`src/rtl/alu_cmd_capture.sv`:
```
// Pushbutton/switch front end for the 5-bit ALU: debounced key events, operand capture, command
// issue over valid/ready. Define DIV_ZERO_GUARD_EN to refuse DIV commands with a zero divisor.
module alu_cmd_capture #(
  parameter int unsigned DATA_W          = 5,
  parameter int unsigned DEBOUNCE_CYCLES = 250000
) (
  input  logic                clk,
  input  logic                rst,
  input  logic [2*DATA_W-1:0] sw_in,
  input  logic [1:0]          key_in,
  input  logic                cmd_ready,
  output logic                cmd_valid,
  output logic [DATA_W-1:0]   op_a,
  output logic [DATA_W-1:0]   op_b,
  output logic [1:0]          opcode,
  output logic                busy,
  output logic                err
);

  localparam int unsigned CntW = (DEBOUNCE_CYCLES > 1) ? $clog2(DEBOUNCE_CYCLES) : 1;
  localparam logic [CntW-1:0] CntMax = CntW'(DEBOUNCE_CYCLES - 1);

  typedef enum logic [1:0] {StIdle, StSelect, StIssue} state_e;

  logic [1:0] press;

  for (genvar g = 0; g < 2; g++) begin : g_key
    logic            sync1_q, sync2_q, db_q, db_dly_q, press_q;
    logic [CntW-1:0] cnt_q;

    always_ff @(posedge clk) begin
      if (rst) begin
        sync1_q  <= 1'b1;
        sync2_q  <= 1'b1;
        db_q     <= 1'b1;
        db_dly_q <= 1'b1;
        press_q  <= 1'b0;
        cnt_q    <= '0;
      end else begin
        sync1_q  <= key_in[g];
        sync2_q  <= sync1_q;
        db_dly_q <= db_q;
        // Keys are active-low: a falling debounced level is a press.
        press_q  <= db_dly_q & ~db_q;
        if (sync2_q == db_q) begin
          cnt_q <= '0;
        end else if (cnt_q == CntMax) begin
          db_q  <= sync2_q;
          cnt_q <= '0;
        end else begin
          cnt_q <= cnt_q + 1'b1;
        end
      end
    end

    assign press[g] = press_q;
  end

  logic [2*DATA_W-1:0] sw_s1_q, sw_s2_q;
  state_e              state_q;
  logic                enter, next_op;

  assign enter   = press[0];
  assign next_op = press[1];

  always_ff @(posedge clk) begin
    if (rst) begin
      sw_s1_q <= '0;
      sw_s2_q <= '0;
    end else begin
      sw_s1_q <= sw_in;
      sw_s2_q <= sw_s1_q;
    end
  end

`ifdef DIV_ZERO_GUARD_EN
  logic err_q;
  assign err = err_q;
`else
  assign err = 1'b0;
`endif

  always_ff @(posedge clk) begin
    if (rst) begin
      state_q   <= StIdle;
      cmd_valid <= 1'b0;
      op_a      <= '0;
      op_b      <= '0;
      opcode    <= 2'b00;
`ifdef DIV_ZERO_GUARD_EN
      err_q     <= 1'b0;
`endif
    end else begin
      unique case (state_q)
        StIdle: begin
          if (enter) begin
            op_a    <= sw_s2_q[2*DATA_W-1:DATA_W];
            op_b    <= sw_s2_q[DATA_W-1:0];
            state_q <= StSelect;
`ifdef DIV_ZERO_GUARD_EN
            err_q   <= 1'b0;
`endif
          end
        end
        StSelect: begin
          if (enter) begin
`ifdef DIV_ZERO_GUARD_EN
            if (opcode == 2'b11 && op_b == '0) begin
              err_q <= 1'b1;
            end else begin
              err_q     <= 1'b0;
              cmd_valid <= 1'b1;
              state_q   <= StIssue;
            end
`else
            cmd_valid <= 1'b1;
            state_q   <= StIssue;
`endif
          end else if (next_op) begin
            opcode <= opcode + 2'd1;
          end
        end
        StIssue: begin
          // Key events here are dropped; operands and opcode stay put until accepted.
          if (cmd_valid && cmd_ready) begin
            cmd_valid <= 1'b0;
            state_q   <= StIdle;
          end
        end
        default: begin
          cmd_valid <= 1'b0;
          state_q   <= StIdle;
        end
      endcase
    end
  end

  assign busy = (state_q != StIdle);

endmodule

```
`config.mk`:
```
export PLATFORM = sky130hd
export DESIGN_NAME = alu_cmd_capture
export DESIGN_NICKNAME = d
export VERILOG_FILES = /design/src/rtl/alu_cmd_capture.sv
export SDC_FILE = /design/constraint.sdc
export NUM_CORES = 1
export LEC_CHECK = 0
export ABC_AREA = 1
export BUFFER_PORTS_ARGS = -buffer_cell sky130_fd_sc_hd__buf_2
export CORE_MARGIN = 2
export CORE_UTILIZATION = 30
export DETAILED_ROUTE_END_ITERATION = 10
export HOLD_SLACK_MARGIN = 0.06
export PLACE_DENSITY = 0.5
export SLEW_MARGIN = 0
export SYNTH_ARGS = -nofsm -noshare
export SYNTH_HDL_FRONTEND = slang
export SYNTH_SLANG_ARGS = --single-unit
```
`constraint.sdc`:
```
create_clock -name clk -period 2.1 [get_ports clk]
set_clock_uncertainty 0.15 [all_clocks]
set_input_delay 0.21 -clock clk [delete_from_list [all_inputs] [get_ports clk]]
set_output_delay 0.21 -clock clk [all_outputs]
set_load 0.01 [all_outputs]
```
* Word level (Yosys, flattened, before mapping)
Cells that the tools add are included.
** Cells by class
- Add/subtract/negate cells :: 3
- $mul :: 0
- Divide/modulo/power cells :: 0
- $lt $le $gt $ge :: 0
- Equal/unequal tests :: 9
- Shift-type cells :: 0
- Multiplexer cells :: 7
- Bitwise operators :: 8
- Reductions and logical operators :: 11
** Operators by type and width (number)
- adder 18 x 1 -> 18 bit, second input constant :: 2
- equality test 18 bit, second input constant :: 2
- AND reduction 3 bit :: 3
- two-way mux 2 bit :: 3
- != test 2 bit, second input constant :: 3
- inverter 1 bit :: 6
- one-hot mux 2 bit (3 select lines) :: 1
- AND reduction 2 bit :: 3
- OR reduction 3 bit :: 2
- one-hot mux 1 bit (3 select lines) :: 1
- adder 2 x 1 -> 2 bit, second input constant :: 1
- AND 1 bit :: 2
- equality test 1 bit :: 2
- equality test 2 x 1 -> 1 bit, second input constant :: 1
- equality test 2 bit, second input constant :: 1
- logical NOT 2 bit :: 1
- two-way mux 1 bit :: 2
- nonzero test 2 bit :: 1
- logical AND 1 bit :: 1
** Word-level totals
- Flip-flop bits (word level) :: 81
- Bits in latches :: 0
- Memory bits (writable) :: 0
- Memory bits (read-only) :: 0
- Bits of input ports :: 15
- Output and inout bits :: 15
- Logic and storage cells :: 57
- Memories :: 0

* Depth between registers and ports, before layout
Gate-level depths: netlist of run 1.
- Depth in word-level cells :: 3
- Depth in mapped cells :: 9
- Mapped depth without buffers :: 9

* Worst setup path before layout of run 1
Ideal clock, no wire load.
- Path kind :: register to register
- Start point :: register g_key[1].cnt_q[0]
- End point :: register g_key[1].cnt_q[6]
- Library setup time :: 115 ps
- Arrival :: 1277 ps
- Slack :: 559 ps
- Cell stages (with the launch flop) :: 10
- Buffers on the path :: 1
- Clock period less this slack :: 1541 ps
- Path through :: dfxtp_1 -> ha_1 -> nand2_2 -> nor2_4 -> nand2_2 -> nor2_2 -> nand2_2 -> nand2_4 -> buf_6 -> nor2_1
** On the way
- Word-level cells in the longest chain between the ends :: 2
- Elaborated cells on any way between the ends :: 3
** RTL lines
- from (decl) :: RTL line 29 : logic [CntW-1:0] cnt_q;
- from (signal assigned) :: RTL line 51 : cnt_q <= cnt_q + 1'b1;
- parallel branches: the longest is 2 deep, another holds adder 18 x 1 -> 18 bit
Several ways; the timed one is not identified.
A chain may end at the register's enable or synchronous reset.

* Worst setup path in the final report of run 1
- Start point :: register g_key[0].cnt_q[0]
- End point :: register g_key[0].cnt_q[4]
** On the way
- Word-level cells in the longest chain between the ends :: 2
- Elaborated cells on any way between the ends :: 3
** RTL lines (RTL line)
- from (decl) :: 29
- from (signal assigned) :: 51
- parallel branches: the longest is 2 deep, another holds adder 18 x 1 -> 18 bit
Several ways; the timed one is not identified.

==> impl_summary.md, run 1 <==
Global route
The number of global-route vias before repair is 2429. The all-layer global routing usage is 0.117. The first global-routing pass estimated 10.7 mm of wire.

The largest net degree at the start of global routing is 34. The number of antenna violations at the first check in global routing is 0. The total overflow left after global routing is 0.

Place
Detailed placement ended at an HPWL of 4.51 mm. The post-placement cell area is 3530 um2. The count of buffers added on input and output ports is 28. The final weighted congestion of routability-driven global placement is 0.823.

Detailed routing
Wires add up to 6.11 mm. The number of remaining DRC errors is 0. In the final routed layout, each cell accounts on average for 9.63 um.

The routed layout has 2634 vias. The first TritonRoute pass finished after 4 iterations. After the first detailed-routing iteration, the DRC count stood at 107. In this run the remaining antenna-violating nets after routing total 0. Using the TritonRoute via totals, the vias-per-cell ratio works out to 4.15.

Setup path
The startpoint class of the critical path is a flop. Walking the worst path, the cells encountered are ha_1 -> nand3_2 -> inv_2 -> nand3_2 -> o21bai_4 -> a21oi_1. Data arrives at the worst endpoint at 1.72 ns. For the worst setup path, the data required time is 2.17 ns. The maximum cell stage delay along the critical path is 0.37 ns. The most used cell along the critical path is nand3_2. The cell class contributing the biggest share of worst-path delay is compound AO/OA/AOI/OAI gates.

The largest fanout on the critical path is 15. The beginning of the worst register-to-register path is g_key[0].cnt_q[0]. The startpoint of the worst setup timing path is g_key[0].cnt_q[0].

The critical path in this run is classified as reg2reg. The capturing element type of the critical path is a flop. Together, buffers and inverters on the worst path number 1. The slowest library cell on the worst path is o21bai_4.

Min path
The worst hold path begins at rst. In this run the worst hold path is classified as in2reg.

Clocking
The clock-pin slew reported for the worst setup and hold paths after clock tree synthesis is 0.09 ns. TritonCTS built the clock tree. The insertion delay of the later-clocked pin in the worst-skew pair is 0.36 ns. Counting along the longest clock path gives a buffer depth of 2.

The number of buffers added by the clock tree synthesis step is 9. For this design, the sink count on the clock tree is 81. The H-tree generated during clock tree synthesis spans 3 levels. The clock tree root driver cell is clkbuf_8.

Logic synthesis
Of the synthesized area, sequential elements account for 0.498. The number of nets handed over by synthesis was 461. The mean instance size in the synthesized netlist is 7.33 um2. The synthesized design contains 81 register bits. The count of cell types in the netlist is 27.

The number of warnings printed during yosys synthesis is 0. The cell area after synthesis is 3260 um2. Counting every instance in the synthesized netlist gives 444.

Timing
The final hold violation count is 0. The worst max-slew margin expressed relative to the limit is 0.650. The final max-slew violation count is 0. Dividing the final minimum period by the clock period gives 0.786.

Counting I/O delays and the setup requirement, the final critical path takes 1.65 ns. Setup violations remaining at the end of the flow were counted as 0. The summed negative setup slack over all endpoints is 0 ns.

Setup repair after global routing left no endpoint under its margin. Static timing analysis puts the maximum clock frequency at 606 MHz. For the pin with the worst max-slew slack, the measured transition is 0.525 ns.

Final layout
The layout overhead on the synthesized area is 19.6%. The total number of nets in the final design is 506. The multi-input gate area in the final layout is 1370 um2.

0 antenna diodes ended up in the layout. Summing all flip-flop and latch instances after layout gives 1620 um2. The fraction of layout cells with a size suffix above 1 is 0.136. The filler cell count in the final layout is 1138.

The summed area of non-filler cells in the final layout is 3890 um2.

Status
The flow ran to the end, and the final reports show no timing, DRC or antenna violations.

Floorplanning
The die covers 11700 um2. During I/O placement, the number of pins put on the boundary was 30. The area inside the core boundary is 10700 um2. The initialized floorplan defines 38 standard-cell rows.

The initial utilization of the core area, before any placement, comes to 0.304. The die span in x is 108 um. The die height is 108 um.

Power and ir drop
Dividing total power by cell area gives a power density of 753 nW/um2. The maximum resistive drop on vdd is 0.296 mV. For this design the static power due to leakage is 1.49 nW.

Flow run
The count of max-cap constraint violations is 0.
-- final timing paths --
check | to | slack, ns | depth (start not counted)
min | sw_s1_q[2] | 0.16 | 2
min reg2reg | sw_s2_q[0] | 0.26 | 2
max | g_key[0].cnt_q[4] | 0.45 | 6
max reg2reg | g_key[0].cnt_q[4] | 0.45 | 6
-- report_power, final --
part / internal, W / total (W) / switching, W / leakage (nW)
Combinational: 0.0000385 / 0.0000753 / 0.0000368 / 0.716
Clock: 0.000690 / 0.00129 / 0.000602 / 0.113
Sequential: 0.00156 / 0.00156 / 0.00000618 / 0.658
-- kinds of logic (layout without fill, tap and decap cells) --
kind of cell             count (synthesis)  count (layout)  synth area share
AND/OR/NAND/NOR                        234             234             0.302
flip-flops                              81              81             0.498
AO/OA/AOI/OAI                           47              47            0.0769
buffers and inverters                   67             117            0.0819
adder cells (fa/ha/maj)                  2               2           0.00769
other                                    1               1           0.00115
XOR/XNOR                                12              12            0.0323
-- sequential cells by signal, indices dropped and copies added (netlist names) --
name and count:
cmd_valid 1, enter 1, g_key.cnt_q 36, g_key.db_dly_q 2, g_key.db_q 2, g_key.press_q 1
g_key.sync1_q 2, g_key.sync2_q 2, op_a 5, op_b 5, opcode 2, state_q 2
sw_s1_q 10, sw_s2_q 10
-- repair_timing --
item                      4_1_cts  5_1_grt
gates resized for setup         0        0
hold buffers                   13        0
hold endpoints to repair       13        0
setup buffers                   0        0
-- metal layers --
| metal | track usage | part of all wire |
|---|---|---|
| met1 | 0.147 | 0.50 |
| met4 | 0.0623 | 0.024 |
| met3 | 0.0319 | 0.038 |
| met2 | 0.182 | 0.44 |
| met5 | 0 | 0 |
-- cell usage after synthesis --
cell	number	area (um2)
dfxtp_1	81	1620
a21oi_1	22	110
a31oi_1	1	6.26
conb_1	1	3.75
nand3_1	17	85.1
nor3_1	2	10.0
xnor2_1	2	17.5
nand2_4	1	11.3
nor2_1	109	409
xor2_1	10	87.6
clkinv_1	1	3.75
nand2_2	4	25.0
o21bai_4	1	18.8
nor3_2	1	10.0
clkbuf_1	5	18.8
buf_4	2	15.0
nor2_2	2	12.5
ha_1	2	25.0
nand4_1	4	25.0
buf_6	1	11.3
inv_2	1	3.75
nand2_1	82	308
nor2_4	1	11.3
nand3_2	2	20.0
inv_1	57	214
or2_2	9	56.3
o21ai_0	23	115
-- layout by cell type (no fill, tap or decap), types with 3 or more instances in the layout --
| master | n |
|---|---|
| a21oi_1 | 22 |
| buf_2 | 28 |
| clkbuf_8 | 9 |
| dfxtp_1 | 81 |
| dlygate4sd3_1 | 13 |
| inv_1 | 57 |
| inv_6 | 3 |
| nand2_1 | 82 |
| nand2_2 | 4 |
| nand3_1 | 17 |
| nand4_1 | 4 |
| nor2_1 | 109 |
| o21ai_0 | 23 |
| or2_2 | 9 |
| xor2_1 | 10 |
-- layout make-up --
class	count	share of cell area
clock buffer	9	0.0318
clock inverter	7	0.0270
inverter	59	0.0569
multi-input combinational	296	0.351
sequential	81	0.417
tap	140	0.0450
timing repair buffer	42	0.0714
-- per-stage QoR --
stage | power, W | hold WS (ns) | setup slack [ns] | std cells | utilization
after floorplan | 0.00164 | 0.164 | 0.559 | 444 | -
after global placement | 0.00166 | 0.244 | 0.479 | 605 | 0.330
after detailed placement | 0.00166 | 0.243 | 0.453 | 605 | 0.330
after CTS | 0.00299 | 0.154 | 0.438 | 634 | 0.364
after global routing | 0.00306 | 0.184 | 0.281 | 634 | 0.364
final | 0.00293 | 0.159 | 0.450 | 634 | 0.364
Note: power is estimated with default switching activity, not from simulation.
==> run 2: changes to the inputs <==
==> constraint.sdc (replaced) <==
create_clock -name clk -period 1.69 [get_ports clk]
set_clock_uncertainty 0.15 [all_clocks]
set_input_delay 0.169 -clock clk [delete_from_list [all_inputs] [get_ports clk]]
set_output_delay 0.169 -clock clk [all_outputs]
set_load 0.01 [all_outputs]
==> run 2 against run 1 <==
  * Design area is 1.7% higher
  * Global-route usage is 0.47 points higher
  * Non-clock buffer count up 7
  * Critical path depth down 2
  * First-iteration DRC count is 17% lower
  * Highest routed layer unchanged
==> impl_summary.md, run 2 (synthesis results as in run 1) <==
Status
The flow ran to the end, and the final reports show no timing, DRC or antenna violations.

Final layout
The library cell used most frequently in the layout, excluding fill and tap cells, is nor2_1. Measured on the finished design, the core utilization comes to 0.370. The final antenna diode count is 0.

The total number of nets in the final design is 513. The layout overhead on the synthesized area is 21.6%. In the final layout, the share of cells above drive strength 1 is 0.144. The largest registers in the layout are g_key.cnt_q x36, sw_s1_q x10, sw_s2_q x10. The number of flip-flops in the largest register is 36. Leaving out fill and tap cells, the most frequent cells in the layout are nor2_1 (109), nand2_1 (82), dfxtp_1 (80). The multi-input gate area in the final layout is 1380 um2.

The most flop-heavy register is g_key.cnt_q. Summing all non-filler instances in the final layout gives an area of 3960 um2. The sequential cell area is 1620 um2. The filler cell count in the final layout is 1130.

Timing
The minimum clock period is 1.64 ns. Setup violations remaining at the end of the flow were counted as 0. The tightest hold path in the finished design has a slack of 0.257 ns.

The final max-slew violation count was 0. The fraction of the cycle the final worst path needs is 0.969. Adding up every negative setup slack in the final design gives 0 ns. Setup repair after global routing left no endpoint under its margin. The highest clock rate is 611 MHz.

The final hold violation count came to 0.

Detailed routing
The post-detailed-route count of antenna-violating nets is 0. The average routed wire per standard cell is 9.89 um. After the first detailed-routing iteration, the DRC count stood at 89. In the routed layout, each cell is associated on average with a via count of 4.20. The via count of the routed design is 2694. The pre-antenna-repair detailed-routing pass consisted of 4 iterations.

For this run, design rule violations remaining after detail routing come to 0. For this block, the routed nets add up to 6.34 mm of wire.

Setup path
The slowest library cell on the worst path is dlygate4sd3_1. The maximum cell stage delay along the critical path is 0.55 ns. For the worst setup path, the data arrival time is 1.73 ns. The number of cell instances on the worst register-to-register path is 7. The required time of the critical path is 1.78 ns. The critical setup path kind is in2reg. The capturing element type of the critical path is a flop. The startpoint class of the critical path is an input port. Counting buffers and inverters, the worst setup path is 4 cells deep. Together, buffers and inverters on the worst path number 3. The most used cell along the critical path is dlygate4sd3_1.

The signal on the critical path passes through dlygate4sd3_1 -> buf_2 -> or2_2 -> dlygate4sd3_1. Along the worst path, the maximum fanout reaches 11. The cell class contributing the biggest share of worst-path delay is buffers and inverters.

Power and ir drop
VDD sags by at most 0.372 mV. For this design the ratio of total power to cell area is 891 nW/um2. The design draws 0.00353 W. For this design the static power due to leakage is 1.51 nW.

Floorplanning
The boundary pin count is 30. The area inside the core boundary is 10700 um2. From bottom edge to top edge, the die measures 108 um. The floorplan step defined a die boundary enclosing 11700 um2.

The initial utilization of the core area, before any placement, comes to 0.304. The placement row count is 38. The die span in x is 108 um.

Global route
The global-route wire length before repair is 11.4 mm. The all-layer global routing usage is 0.122. The number of antenna violations at the first check in global routing is 0.

The number of global-route vias before repair is 2585. Entering global routing, the biggest net connects 24 pins. Summed over all layers, the global routing overflow is 0.

Clocking
The number of buffers added by the clock tree synthesis step is 9. The clock tree root driver cell is clkbuf_8. The clock net sink count is 81. TritonCTS built the clock tree. At the later pin of the worst-skew pair, clock insertion delay measures 0.36 ns. The deepest level of the CTS H-tree is 3. The maximum buffer depth of the clock tree is 2. The clock-pin slew reported for the worst setup and hold paths after clock tree synthesis is 0.09 ns.

Place
The final weighted congestion of routability-driven global placement is 0.797. The wire-length estimate of the detail-placed layout is 4.57 mm. Port buffering added 28 buffers.

After detailed placement, the total cell area comes to 3570 um2.

Min path
The worst hold path belongs to the class reg2reg. The worst hold path was traced through 2 stages.

Flow run
The count of max-cap constraint violations is 0.
-- run 2: worst reg2reg max path: stages (launching register included) --
cell	delay (ns)
dfxtp_1	0.37
ha_2	0.21
nand3_2	0.11
inv_2	0.12
nand3_2	0.12
o21bai_4	0.15
buf_12	0.15
a21oi_1	0.05
-- run 2: final cells by class --
type | instances | area share
Inverter | 59 | 0.0560
Sequential cell | 81 | 0.410
Multi-Input combinational cell | 296 | 0.348
Clock inverter | 7 | 0.0209
Tap cell | 140 | 0.0443
Clock buffer | 9 | 0.0313
Timing Repair Buffer | 49 | 0.0892
-- run 2: timing repair --
item / CTS / global route
endpoints found under the hold margin: 17 / 0
setup buffers: 0 / 0
hold buffers: 17 / 0
endpoints found under the setup margin: 0 / 23
resized for setup: 0 / 3
-- run 2: path summary, 6_finish.rpt --
check,startpoint,end,slack (ns)
worst max register to register,g_key[0].cnt_q[0],g_key[0].cnt_q[16],0.14
worst min register to register,sw_s1_q[1],sw_s2_q[1],0.26
worst max-delay path,rst,g_key[0].sync1_q,0.05
worst min-delay path,sw_s1_q[1],sw_s2_q[1],0.26
-- run 2: power by group --
group          internal, W  switching (W)  total [W]  leakage, nW
Sequential         0.00193     0.00000783    0.00194        0.658
Clock             0.000708       0.000768    0.00148       0.0988
Combinational    0.0000575      0.0000493   0.000107        0.753
-- run 2: metrics by stage --
stage,std cells,setup WS [ns]
floorplan,444,0.149
global placement,608,0.150
detailed placement,608,0.0883
CTS,641,0.0632
global route,641,0.00410
finish,641,0.0528
-- run 2: metal layers --
| metal | up-vias | wire, um | track usage |
|---|---|---|---|
| met5 | - | 0 | 0 |
| met4 | 0 | 116 | 0.0549 |
| met3 | 11 | 160 | 0.0307 |
| met2 | 20 | 2950 | 0.198 |
| met1 | 1200 | 3120 | 0.151 |
| li1 | 1463 | - | - |
